$ cat config.mk
export PLATFORM = sky130hd
export DESIGN_NAME = spi_slave_param
export DESIGN_NICKNAME = d
export VERILOG_FILES = /design/src/rtl/spi_pkg.sv /design/src/rtl/spi_sync_edge.sv /design/src/rtl/spi_slave_param.sv
export SDC_FILE = /design/constraint.sdc
export NUM_CORES = 1
export LEC_CHECK = 0
export ABC_AREA = 1
export BUFFER_PORTS_ARGS = -buffer_cell sky130_fd_sc_hd__buf_4
export CAP_MARGIN = 20
export CORE_MARGIN = 3
export CORE_UTILIZATION = 59
export CTS_CLUSTER_SIZE = 12
export DETAILED_ROUTE_END_ITERATION = 8
export HOLD_SLACK_MARGIN = 0.15
export PLACE_DENSITY = 0.83
export SYNTH_ARGS = -nofsm -noshare
export SYNTH_HDL_FRONTEND = slang
export SYNTH_HIERARCHICAL = 1
export SYNTH_SLANG_ARGS = --single-unit
$ cat constraint.sdc
create_clock -name clk -period 4.2 [get_ports clk]
set_clock_uncertainty 0.15 [all_clocks]
set_input_delay 1.26 -clock clk [delete_from_list [all_inputs] [get_ports clk]]
set_output_delay 1.26 -clock clk [all_outputs]
set_load 0.01 [all_outputs]
$ cat src/rtl/spi_pkg.sv
// Shared types and helpers for the parametrised SPI slave: mode encodings,
// FSM state enum and the bit-counter width function.
package spi_pkg;

  typedef enum logic [1:0] {
    SPI_MODE0 = 2'd0,
    SPI_MODE1 = 2'd1,
    SPI_MODE2 = 2'd2,
    SPI_MODE3 = 2'd3
  } spi_mode_e;

  typedef enum logic [1:0] {
    IDLE   = 2'd0,
    LOAD   = 2'd1,
    ACTIVE = 2'd2
  } spi_state_e;

  function automatic int spi_cnt_w(input int data_w);
    return $clog2(data_w);
  endfunction

  // Mode number is {CPOL, CPHA}
  function automatic spi_mode_e spi_mode(input bit cpol, input bit cpha);
    return spi_mode_e'({cpol, cpha});
  endfunction

endpackage

$ cat src/rtl/spi_sync_edge.sv
// Multi-flop synchroniser for one asynchronous SPI pin, followed by a history
// flop so rising/falling edges can be derived from the last two samples.
module spi_sync_edge
  import spi_pkg::*;
#(
  parameter int SYNC_STAGES = 2,
  parameter bit RST_VAL     = 1'b0
) (
  input  logic clk,
  input  logic rst_n,
  input  logic i_async,
  output logic o_level,
  output logic o_rise,
  output logic o_fall
);

  logic [SYNC_STAGES-1:0] r_sync;
  logic                   r_hist;

  // Reset to the pin's idle level so leaving reset never fakes an edge
  always_ff @(posedge clk) begin
    if (!rst_n) begin
      r_sync <= {SYNC_STAGES{RST_VAL}};
      r_hist <= RST_VAL;
    end else begin
      r_sync <= {r_sync[SYNC_STAGES-2:0], i_async};
      r_hist <= r_sync[SYNC_STAGES-1];
    end
  end

  assign o_level = r_sync[SYNC_STAGES-1];
  assign o_rise  = o_level & ~r_hist;
  assign o_fall  = ~o_level & r_hist;

endmodule

$ cat src/rtl/spi_slave_param.sv
// Oversampling SPI slave (all CPOL/CPHA modes) for the ping-pong RAM front end.
// Optional feature: define SPI_SLAVE_WORDCNT_EN to add the 16-bit word_cnt output.
module spi_slave_param
  import spi_pkg::*;
#(
  parameter int DATA_W      = 8,
  parameter int CPOL        = 0,
  parameter int CPHA        = 0,
  parameter int MSB_FIRST   = 1,
  parameter int SYNC_STAGES = 2
) (
  input  logic              clk,
  input  logic              rst_n,
  input  logic              sck,
  input  logic              ssel,
  input  logic              mosi,
  output logic              miso,
  output logic              miso_oe,
  output logic              rx_valid,
  output logic [DATA_W-1:0] rx_data,
  output logic              tx_req,
  input  logic [DATA_W-1:0] tx_data,
  output logic              frame_abort
`ifdef SPI_SLAVE_WORDCNT_EN
  ,
  output logic [15:0]       word_cnt
`endif
);

  localparam int                CNT_W        = spi_cnt_w(DATA_W);
  localparam logic [CNT_W-1:0]  LAST_BIT     = CNT_W'(DATA_W - 1);
  localparam spi_mode_e         MODE         = spi_mode(CPOL != 0, CPHA != 0);
  localparam bit                LEAD_IS_FALL = (MODE == SPI_MODE2) || (MODE == SPI_MODE3);
  localparam bit                SAMPLE_TRAIL = (MODE == SPI_MODE1) || (MODE == SPI_MODE3);
  localparam bit                MSB_FST      = (MSB_FIRST != 0);

  spi_state_e        r_state;
  spi_state_e        w_next_state;
  logic [CNT_W-1:0]  r_bit_cnt;
  logic [DATA_W-1:0] r_rx_shift;
  logic [DATA_W-1:0] r_rx_data;
  logic [DATA_W-1:0] r_tx_shift;
  logic              r_rx_valid;
  logic              r_reload;
  logic              r_miso;

  logic w_sck_lvl, w_sck_rise, w_sck_fall;
  logic w_ssel_lvl, w_ssel_rise, w_ssel_fall;
  logic w_mosi_lvl, w_mosi_rise, w_mosi_fall;
  logic w_lead, w_trail, w_sample_edge, w_shift_edge;
  logic w_in_frame, w_word_done;
  logic w_tx_first, w_load_first;
  logic [DATA_W-1:0] w_rx_next, w_tx_shifted;
  logic w_unused;

  spi_sync_edge #(.SYNC_STAGES(SYNC_STAGES), .RST_VAL(CPOL != 0)) u_sync_sck (
    .clk     (clk),
    .rst_n   (rst_n),
    .i_async (sck),
    .o_level (w_sck_lvl),
    .o_rise  (w_sck_rise),
    .o_fall  (w_sck_fall)
  );

  spi_sync_edge #(.SYNC_STAGES(SYNC_STAGES), .RST_VAL(1'b1)) u_sync_ssel (
    .clk     (clk),
    .rst_n   (rst_n),
    .i_async (ssel),
    .o_level (w_ssel_lvl),
    .o_rise  (w_ssel_rise),
    .o_fall  (w_ssel_fall)
  );

  spi_sync_edge #(.SYNC_STAGES(SYNC_STAGES), .RST_VAL(1'b0)) u_sync_mosi (
    .clk     (clk),
    .rst_n   (rst_n),
    .i_async (mosi),
    .o_level (w_mosi_lvl),
    .o_rise  (w_mosi_rise),
    .o_fall  (w_mosi_fall)
  );

  assign w_unused = ^{w_sck_lvl, w_ssel_rise, w_mosi_rise, w_mosi_fall};

  assign w_lead        = LEAD_IS_FALL ? w_sck_fall : w_sck_rise;
  assign w_trail       = LEAD_IS_FALL ? w_sck_rise : w_sck_fall;
  assign w_sample_edge = SAMPLE_TRAIL ? w_trail : w_lead;
  assign w_shift_edge  = SAMPLE_TRAIL ? w_lead : w_trail;

  // Edges only count while the synchronised select is still low
  assign w_in_frame  = (r_state == ACTIVE) && !w_ssel_lvl;
  assign w_word_done = w_in_frame && w_sample_edge && (r_bit_cnt == LAST_BIT);

  assign w_rx_next    = MSB_FST ? {r_rx_shift[DATA_W-2:0], w_mosi_lvl}
                                : {w_mosi_lvl, r_rx_shift[DATA_W-1:1]};
  assign w_tx_shifted = MSB_FST ? {r_tx_shift[DATA_W-2:0], 1'b0}
                                : {1'b0, r_tx_shift[DATA_W-1:1]};
  assign w_tx_first   = MSB_FST ? r_tx_shift[DATA_W-1] : r_tx_shift[0];
  assign w_load_first = MSB_FST ? tx_data[DATA_W-1] : tx_data[0];

  always_ff @(posedge clk) begin
    if (!rst_n) begin
      r_state <= IDLE;
    end else begin
      r_state <= w_next_state;
    end
  end

  always_comb begin
    w_next_state = r_state;
    case (r_state)
      IDLE:    if (w_ssel_fall) w_next_state = LOAD;
      LOAD:    w_next_state = ACTIVE;
      ACTIVE:  if (w_ssel_lvl) w_next_state = IDLE;
      default: w_next_state = IDLE;
    endcase
  end

  always_comb begin
    miso_oe     = 1'b0;
    tx_req      = 1'b0;
    frame_abort = 1'b0;
    case (r_state)
      IDLE: tx_req = w_ssel_fall;
      LOAD: miso_oe = 1'b1;
      ACTIVE: begin
        miso_oe     = 1'b1;
        tx_req      = w_word_done;
        frame_abort = w_ssel_lvl && (r_bit_cnt != '0);
      end
      default: ;
    endcase
  end

  always_ff @(posedge clk) begin
    if (!rst_n) begin
      r_bit_cnt  <= '0;
      r_rx_shift <= '0;
      r_rx_data  <= '0;
      r_tx_shift <= '0;
      r_rx_valid <= 1'b0;
      r_reload   <= 1'b0;
      r_miso     <= 1'b0;
    end else begin
      r_rx_valid <= 1'b0;
      r_reload   <= 1'b0;
      case (r_state)
        LOAD: begin
          r_tx_shift <= tx_data;
          r_bit_cnt  <= '0;
          r_miso     <= SAMPLE_TRAIL ? 1'b0 : w_load_first;
        end
        ACTIVE: begin
          if (w_ssel_lvl) begin
            r_bit_cnt  <= '0;
            r_rx_shift <= '0;
            r_miso     <= 1'b0;
          end else begin
            if (w_sample_edge) begin
              r_rx_shift <= w_rx_next;
              if (r_bit_cnt == LAST_BIT) begin
                r_bit_cnt  <= '0;
                r_rx_data  <= w_rx_next;
                r_rx_valid <= 1'b1;
                r_reload   <= 1'b1;
              end else begin
                r_bit_cnt <= r_bit_cnt + 1'b1;
              end
            end
            // CPHA=0 skips the shift edge right after a word's last sample;
            // the reload has already put the next first bit on miso.
            if (r_reload) begin
              r_tx_shift <= tx_data;
              if (!SAMPLE_TRAIL) r_miso <= w_load_first;
            end else if (w_shift_edge) begin
              if (SAMPLE_TRAIL) begin
                r_miso     <= w_tx_first;
                r_tx_shift <= w_tx_shifted;
              end else if (r_bit_cnt != '0) begin
                r_miso     <= MSB_FST ? w_tx_shifted[DATA_W-1] : w_tx_shifted[0];
                r_tx_shift <= w_tx_shifted;
              end
            end
          end
        end
        default: begin
          r_bit_cnt <= '0;
          r_miso    <= 1'b0;
        end
      endcase
    end
  end

  assign miso     = r_miso;
  assign rx_valid = r_rx_valid;
  assign rx_data  = r_rx_data;

`ifdef SPI_SLAVE_WORDCNT_EN
  logic [15:0] r_word_cnt;

  always_ff @(posedge clk) begin
    if (!rst_n) begin
      r_word_cnt <= '0;
    end else if (r_state == LOAD) begin
      r_word_cnt <= '0;
    end else if (w_word_done && (r_word_cnt != 16'hFFFF)) begin
      r_word_cnt <= r_word_cnt + 16'd1;
    end
  end

  assign word_cnt = r_word_cnt;
`endif

endmodule

# Word level (Yosys, flattened, before mapping)
# Cells that the tools add are included.
# Widths: inputs -> output; s select.
[word_totals]
ff_bits = 37
latchBits = 0
input_bits = 13
wordCells = 69
mem_count = 0
mem_bits_rw = 0
romBits = 0
[classes]
shifts = 0
order_cmp = 0
muxes = 20
n_div = 0
eq_ne = 10
add_sub_neg = 1
bitwise_logic = 9
reduce_logical = 17
n_mul = 0
[ops]
columns = ["operator", "n"]
rows = [
  ["$mux 7", 6],
  ["$pmux 7 s2", 1],
  ["$ne 4x2->1 const B", 2],
  ["$reduce_and 4->1", 2],
  ["$mux 1", 7],
  ["$ne 3x2->1 const B", 2],
  ["$not 1->1", 6],
  ["$pmux 2 s3", 1],
  ["$reduce_and 2->1", 3],
  ["$logic_and 1x1->1", 4],
  ["$mux 2", 2],
  ["$ne 2x2->1 const B", 2],
  ["$pmux 1 s2", 2],
  ["$reduce_bool 2->1", 2],
  ["$reduce_or 4->1", 1],
  ["$add 3x1->3 const B", 1],
  ["$and 1x1->1", 3],
  ["$eq 3x3->1 const B", 1],
  ["$mux 3", 1],
  ["$reduce_bool 3->1", 1],
  ["$reduce_or 3->1", 1],
  ["$eq 2x1->1 const B", 1],
  ["$eq 2x2->1 const B", 1],
  ["$logic_not 2->1", 1],
  ["other kinds (3)", 3],
]

# Longest topological paths before layout
# Gate-level depths: netlist of run 1.
[logic_depth]
depth_word = 6
ltp_mapped = 10

# Modules after synthesis
# The synthesis of run 1 kept the hierarchy.
[modules_own_cells]
columns = ["module", "area_per_inst_um2", "instances", "cells_each"]
rows = [
  ["spi_slave_param", 1346.3, 1, 183],
  ["spi_sync_edge (u_sync_mosi ...)", 100.1, 2, 13],
  ["spi_sync_edge (u_sync_ssel)", 93.8, 1, 12],
]

# Worst setup path after synthesis of run 1
# OpenSTA, ideal clock, no wires.
[synth_path]
kind = "register -> output"
start = "register r_state[0]"
end = "output tx_req"
arrival_time_ps = 1172
slack_ps = 1618
stages_incl_launch_ff = 9
path_cell_list = "dfxtp_1 -> inv_1 -> ha_1 -> inv_2 -> nor2_4 -> nand2_4 -> nor2_8 -> inv_2 -> nand2_1"
[synth_between]
elab_chain_len = 5
elab_cells_between_ends = 6
[synth_rtl]
columns = ["item", "line", "source"]
rows = [
  ["from (decl)", "spi_slave_param.sv:37", "spi_state_e r_state;"],
  ["from (signal assigned)", "spi_slave_param.sv:105", "r_state <= w_next_state;"],
  ["$eq 2x2->1", "spi_slave_param.sv:91, spi_slave_param.sv:123", ""],
  ["$logic_and 1x1->1", "spi_slave_param.sv:91", "assign w_in_frame = (r_state == ACTIVE) && !w_ssel_lvl;"],
  ["$logic_and 1x1->1 (2 in a row)", "spi_slave_param.sv:92", "assign w_word_done = w_in_frame && w_sample_edge && (r_bit_cnt == LAST_BIT);"],
  ["$pmux 1 s2 (*)", "spi_slave_param.sv:123", "case (r_state)"],
  ["to (decl)", "spi_slave_param.sv:21", "output logic tx_req,"],
]
# Mark *: on every way between the ends. The rest lies on a longest branch, timed or not.

# Worst setup path in the final report of run 1
# Same ends and word-level chain as after synthesis.

==> flow_metrics.py, run 1 <==
metrics = {
    "critical_path": {
        "path_max_fanout": 9,
        "worstPathArrival_ns": 1.80,
        "cp_data_required_time_ns": 2.79,
        "end_kind": "output port",
        "path_class": "reg2out",
        "cp-start-kind": "register",
    },
    "floorplanning": {
        "initial_core_util_pct": 63.10,
        "die_h_um": 57.94,
        "fp.dieW_um": 57.94,
        "die_area_um2": 3356,
        "core.rowCount": 18,
        "io_pins": 26,
        "core-area_um2": 2522,
    },
    "sta": {
        "slew_headroom_pct": 63.21,
        "setup_viol": 0,
        "final-hold-violation-count": 0,
        "fin_crit_ns": 3.210,
        "rsz0062_at_grt": "no",
        "max_slew.worst_pin.slew_ns": 0.5481,
        "slew_viol_final": 0,
        "max_freq_mhz": 311.5,
        "fin_crit_sh_pct": 76.44,
        "finalSetupTns_ns": 0,
    },
    "yosys": {
        "ys_warn_count": 6,
        "syn_inst": 213,
        "syn_area_um2": 1592,
        "syn_nets": 233,
        "synth.avg_cell_area_um2": 7.472,
    },
    "detailed_routing": {
        "routed_via_density": 4.985,
        "routed_wl_mm": 3.046,
        "drt_pre_antenna_iters": 4,
        "first_iter_violations": 76,
        "routedWlPerCell_um": 11.16,
        "dr.max_layer_used": "met4",
        "wl_met2_mm": 1.491,
        "num_vias": 1361,
        "antenna_left": 0,
        "route.detailed.drc": 0,
        "wl_met3_um": 192,
        "drt-met1-wl_mm": 1.332,
    },
    "grt": {
        "grt_overflow": 0,
        "grt_max_degree": 27,
        "antenna_found_initial": 0,
        "grt_usage_pct": 19.92,
        "grt_first_pass_wirelength_mm": 5.161,
        "grt_pass1_vias": 1203,
    },
    "cts": {
        "cts_resized": 0,
        "cts_buffer_depth": 2,
        "cts_made_buffers": 5,
        "htreeDepth": 2,
        "path_clk_slew_ns": 0.11,
        "post_cts_buffers": 0,
        "insertion_delay_ns": 0.34,
        "clkSinkCount": 37,
        "cts_tree": "yes",
        "root_buffer": "clkbuf_4",
        "postCtsHoldBufs": 0,
    },
    "power_and_ir_drop": {
        "comb_power_share_pct": 29.3,
        "seqPwrFrac_pct": 43.7,
        "p_sw_mw": 0.3106,
        "clkPwrFrac_pct": 27.0,
        "peakVddDrop_uv": 510.7,
        "leakagePower_nw": 0.9803,
        "p_per_area_nw_per_um2": 503.7,
        "p_int_mw": 0.6404,
        "power_switching_share_pct": 32.67,
    },
    "final_layout": {
        "diodes": 0,
        "finalCoreUtilization_pct": 74.85,
        "final_nets": 262,
        "drive_gt1_share_pct": 19.75,
        "syn2layout_area_growth_pct": 18.63,
        "fin_area_um2": 1888,
        "fillCellCount": 215,
    },
    "placed_design": {
        "dpl_cell_area_um2": 1803,
        "io_buffer_count": 25,
        "hpwlAfterDp_mm": 2.139,
        "gp_congestion": 0.7743,
    },
    "hold_path": {
        "worstHoldPathType": "reg2reg",
    },
    "outcome": {
        "status": "finished clean",
    },
    "run": {
        "maxCapViolations": 0,
    },
}
-- per-stage QoR --
| stage | setup WS, ns | hold WS, ns | std cells | power (mW) |
|---|---|---|---|---|
| 2_1_floorplan | 1.618 | 0.2295 | 213 | 0.6304 |
| 3_3_place_gp | 1.463 | 0.2370 | 265 | 0.6964 |
| 3_5_place_dp | 1.398 | 0.2432 | 265 | 0.6994 |
| 4_1_cts | 0.9855 | 0.2679 | 273 | 0.9565 |
| 5_1_grt | 0.8816 | 0.2928 | 273 | 1.020 |
| 6_report | 0.9897 | 0.2638 | 273 | 0.9510 |
-- power by group through the flow --
| stage | Sequential (mW) | Clock [mW] | Combinational, mW |
|---|---|---|---|
| CTS | 0.416 | 0.261 | 0.280 |
| detailed placement | 0.424 | 0 | 0.276 |
| floorplan | 0.420 | 0 | 0.211 |
| global placement | 0.422 | 0 | 0.274 |
| global route | 0.422 | 0.281 | 0.317 |
| finish | 0.416 | 0.256 | 0.279 |
-- sequential cells by signal, indices dropped and copies added, names as in the netlist, 2 cells and up --
name                flops
u_sync_ssel/r_sync      2
rx_data                 8
r_tx_shift              7
r_bit_cnt               3
r_rx_shift              7
u_sync_sck/r_sync       2
u_sync_mosi/r_sync      2
r_state                 2
-- per-layer routing --
metal / up-vias / GRT usage [%]
met5: - / 0
met3: 3 / 5.345
met2: 38 / 32.90
met4: 0 / 7.947
li1: 718 / -
met1: 602 / 24.62
-- critical path, stage by stage (launching register included) --
cell and delay, ns:
dfxtp_1 0.33, inv_1 0.12, ha_1 0.26, inv_2 0.08
nor2_4 0.16, nand2_4 0.09, nor2_8 0.12, inv_2 0.10
nand2_1 0.08, buf_4 0.12
-- layout make-up --
| cell class | instances | area [um2] | share of cell area [%] |
|---|---|---|---|
| Clock buffer | 7 | 55.05 | 2.916 |
| Clock inverter | 1 | 30.03 | 1.590 |
| Inverter | 32 | 122.6 | 6.494 |
| Multi-Input combinational cell | 141 | 714.4 | 37.84 |
| Sequential cell | 37 | 740.7 | 39.23 |
| Tap cell | 30 | 37.54 | 1.988 |
| Timing Repair Buffer | 25 | 187.7 | 9.940 |
-- cells in the final DEF (no fill, tap or decap), drive strengths merged --
| cell type | n |
|---|---|
| a211oi | 1 |
| inv | 29 |
| clkinv | 3 |
| nand4 | 1 |
| nor2 | 14 |
| nand2 | 76 |
| dfxtp | 37 |
| clkbuf | 7 |
| ha | 7 |
| buf | 25 |
| a21oi | 19 |
| nand3 | 10 |
| o21ai | 13 |
| bufinv | 1 |
-- path summary, 6_finish.rpt --
check                                           start                     to  slack (ns)  cells past startpoint
worst max-delay path                       r_state[0]                 tx_req        0.99                      9
worst min-delay path            u_sync_ssel/r_sync[0]  u_sync_ssel/r_sync[1]        0.26                      2
worst max register to register             r_state[0]          r_tx_shift[3]        2.44                      8
worst min register to register  u_sync_ssel/r_sync[0]  u_sync_ssel/r_sync[1]        0.26                      2
No activity file was read; power rests on OpenSTA's default activity.
==> run 2: changes to the inputs <==
--- a/config.mk
+++ b/config.mk
@@ -9,11 +9,11 @@
 export BUFFER_PORTS_ARGS = -buffer_cell sky130_fd_sc_hd__buf_4
 export CAP_MARGIN = 20
 export CORE_MARGIN = 3
-export CORE_UTILIZATION = 59
+export CORE_UTILIZATION = 49
 export CTS_CLUSTER_SIZE = 12
 export DETAILED_ROUTE_END_ITERATION = 8
 export HOLD_SLACK_MARGIN = 0.15
-export PLACE_DENSITY = 0.83
+export PLACE_DENSITY = 0.73
 export SYNTH_ARGS = -nofsm -noshare
 export SYNTH_HDL_FRONTEND = slang
 export SYNTH_HIERARCHICAL = 1
==> constraint.sdc (replaced) <==
create_clock -name clk -period 2.7 [get_ports clk]
set_clock_uncertainty 0.15 [all_clocks]
set_input_delay 0.81 -clock clk [delete_from_list [all_inputs] [get_ports clk]]
set_output_delay 0.81 -clock clk [all_outputs]
set_load 0.01 [all_outputs]
==> run 2 against run 1 <==
  * Combinational power rose by 59%
  * Clock power rose by 17%
  * First-iteration DRC count fell by 32%
  * Wire length fell by 0.95%
  * Die area rose by 18%
  * Highest routed layer unchanged
  * Non-clock buffer count did not move
  * Sequential power rose by 56%
  * Total power rose by 47%
  * Setup slack got worse by 0.86 ns
  * Sequential share of layout area fell by 0.078 points
==> flow_metrics.py, run 2 (synthesis gave the netlist of run 1 again) <==
metrics = {
    "grt": {
        "grt_first_pass_wirelength_mm": 5.313,
        "grt_pass1_vias": 1249,
        "antenna_found_initial": 0,
        "grt_overflow": 0,
        "grt_usage_pct": 16.85,
        "grt_max_degree": 27,
    },
    "detailed_routing": {
        "num_vias": 1341,
        "drt_pre_antenna_iters": 4,
        "antenna_left": 0,
        "routed_via_density": 4.689,
        "route.detailed.drc": 0,
        "routed_wl_mm": 3.017,
        "routedWlPerCell_um": 10.55,
        "first_iter_violations": 52,
    },
    "final_layout": {
        "fin_area_um2": 1892,
        "syn2layout_area_growth_pct": 18.87,
        "final_common_cell": "nand2_1",
        "final_cell_mix": "nand2_1 (70), dfxtp_1 (37), buf_4 (25), inv_1 (23), a21oi_1 (19)",
        "final_nets": 262,
        "largest_reg_flops": 8,
        "diodes": 0,
        "drive_gt1_share_pct": 21.07,
        "stdcell_count": 286,
    },
    "placed_design": {
        "placedCellCount": 279,
        "io_buffer_count": 25,
        "dpl_cell_area_um2": 1821,
        "gp_congestion": 0.7825,
        "hpwlAfterDp_mm": 2.162,
        "post-place-ws_ns": 0.3746,
    },
    "critical_path": {
        "crit_top_cell": "inv_2",
        "cp_data_required_time_ns": 1.74,
        "cp-startpoint": "r_state[0]",
        "cp-start-kind": "register",
        "end_kind": "output port",
        "critPathBufInv": 4,
        "path_delay_family": "simple AND/OR/NAND/NOR gates",
        "cp_cell_sequence": "inv_2 -> ha_4 -> inv_2 -> nor2_4 -> nand2_4 -> nor2_8 -> inv_2 -> nand2_1 -> buf_4",
        "path_max_fanout": 9,
        "worstPathArrival_ns": 1.61,
        "path_class": "reg2out",
        "slowest_stage": "dfxtp_1",
        "slowest_delay_ns": 0.33,
        "rr_startpoint": "r_state[0]",
    },
    "floorplanning": {
        "core.rowCount": 20,
        "fp.dieW_um": 62.99,
        "die_area_um2": 3968,
        "core-area_um2": 3078,
        "initial_core_util_pct": 51.71,
        "die_h_um": 62.99,
        "io_pins": 26,
    },
    "cts": {
        "cts_tree": "yes",
        "insertion_delay_ns": 0.34,
        "cts_buffer_depth": 2,
        "clkSinkCount": 37,
        "path_clk_slew_ns": 0.10,
        "cts_made_buffers": 5,
        "root_buffer": "clkbuf_4",
        "htreeDepth": 2,
    },
    "sta": {
        "fin_ws_ns": 0.1328,
        "rsz0062_at_grt": "no",
        "fin_crit_ns": 2.567,
        "max_slew.worst_pin.slew_ns": 0.5094,
        "finalSetupTns_ns": 0,
        "slew_viol_final": 0,
        "final-hold-violation-count": 0,
        "slew_headroom_pct": 65.81,
        "fin_crit_sh_pct": 95.08,
        "max_freq_mhz": 389.5,
        "setup_viol": 0,
    },
    "hold_path": {
        "worstHoldPathType": "reg2reg",
        "min_from": "u_sync_ssel/r_sync[0]",
    },
    "run": {
        "maxCapViolations": 0,
    },
    "power_and_ir_drop": {
        "peakVddDrop_uv": 318.8,
        "leakagePower_nw": 0.9653,
        "power_mw": 1.396,
        "p_per_area_nw_per_um2": 737.7,
    },
    "outcome": {
        "status": "finished clean",
    },
}
## run 2: power breakdown
part	internal, mW	switching, mW
registers	0.614	0.0378
clock network	0.122	0.178
logic	0.170	0.274
total	0.905	0.490
## run 2: metrics by stage
step	utilization (%)	hold slack, ns
finish	61.46	0.2661
global route	61.46	0.2960
CTS	61.14	0.2744
detailed placement	59.15	0.2497
global placement	59.15	0.2449
floorplan	-	0.2295
## run 2: repair_timing
action / 4_1_cts / 5_1_grt
hold buffers: 0 / 0
setup buffers: 0 / 0
resized for setup: 1 / 3
endpoints found under the setup margin: 1 / 1
## run 2: worst paths after layout
| path | endpoint | slack, ns | cells after the start |
|---|---|---|---|
| setup / recovery | tx_req | 0.13 | 9 |
| hold / removal | u_sync_ssel/r_sync[1] | 0.27 | 2 |
| setup reg to reg | r_tx_shift[6] | 1.09 | 8 |
| hold reg to reg | u_sync_ssel/r_sync[1] | 0.27 | 2 |
## run 2: layout make-up
type                            count  area [um2]
Clock buffer                        6       51.30
Timing Repair Buffer               25       187.7
Sequential cell                    37       740.7
Tap cell                           44       55.05
Fill cell                         303        1186
Inverter                           32       122.6
Clock inverter                      1       7.507
Multi-Input combinational cell    141       726.9
## run 2: layer usage
metal / global-route usage, % / share of wire, %
met3: 5.755 / 4.5
met5: 0 / 0
met4: 6.061 / 1.3
met2: 26.88 / 43
met1: 20.99 / 51
## run 2: worst min-delay path: cells and delay by family, from the launching register on
kind | cells | cell delay [ns]
buf+inv | 1 | 0.03
flops | 1 | 0.32
simple gates | 1 | 0.04
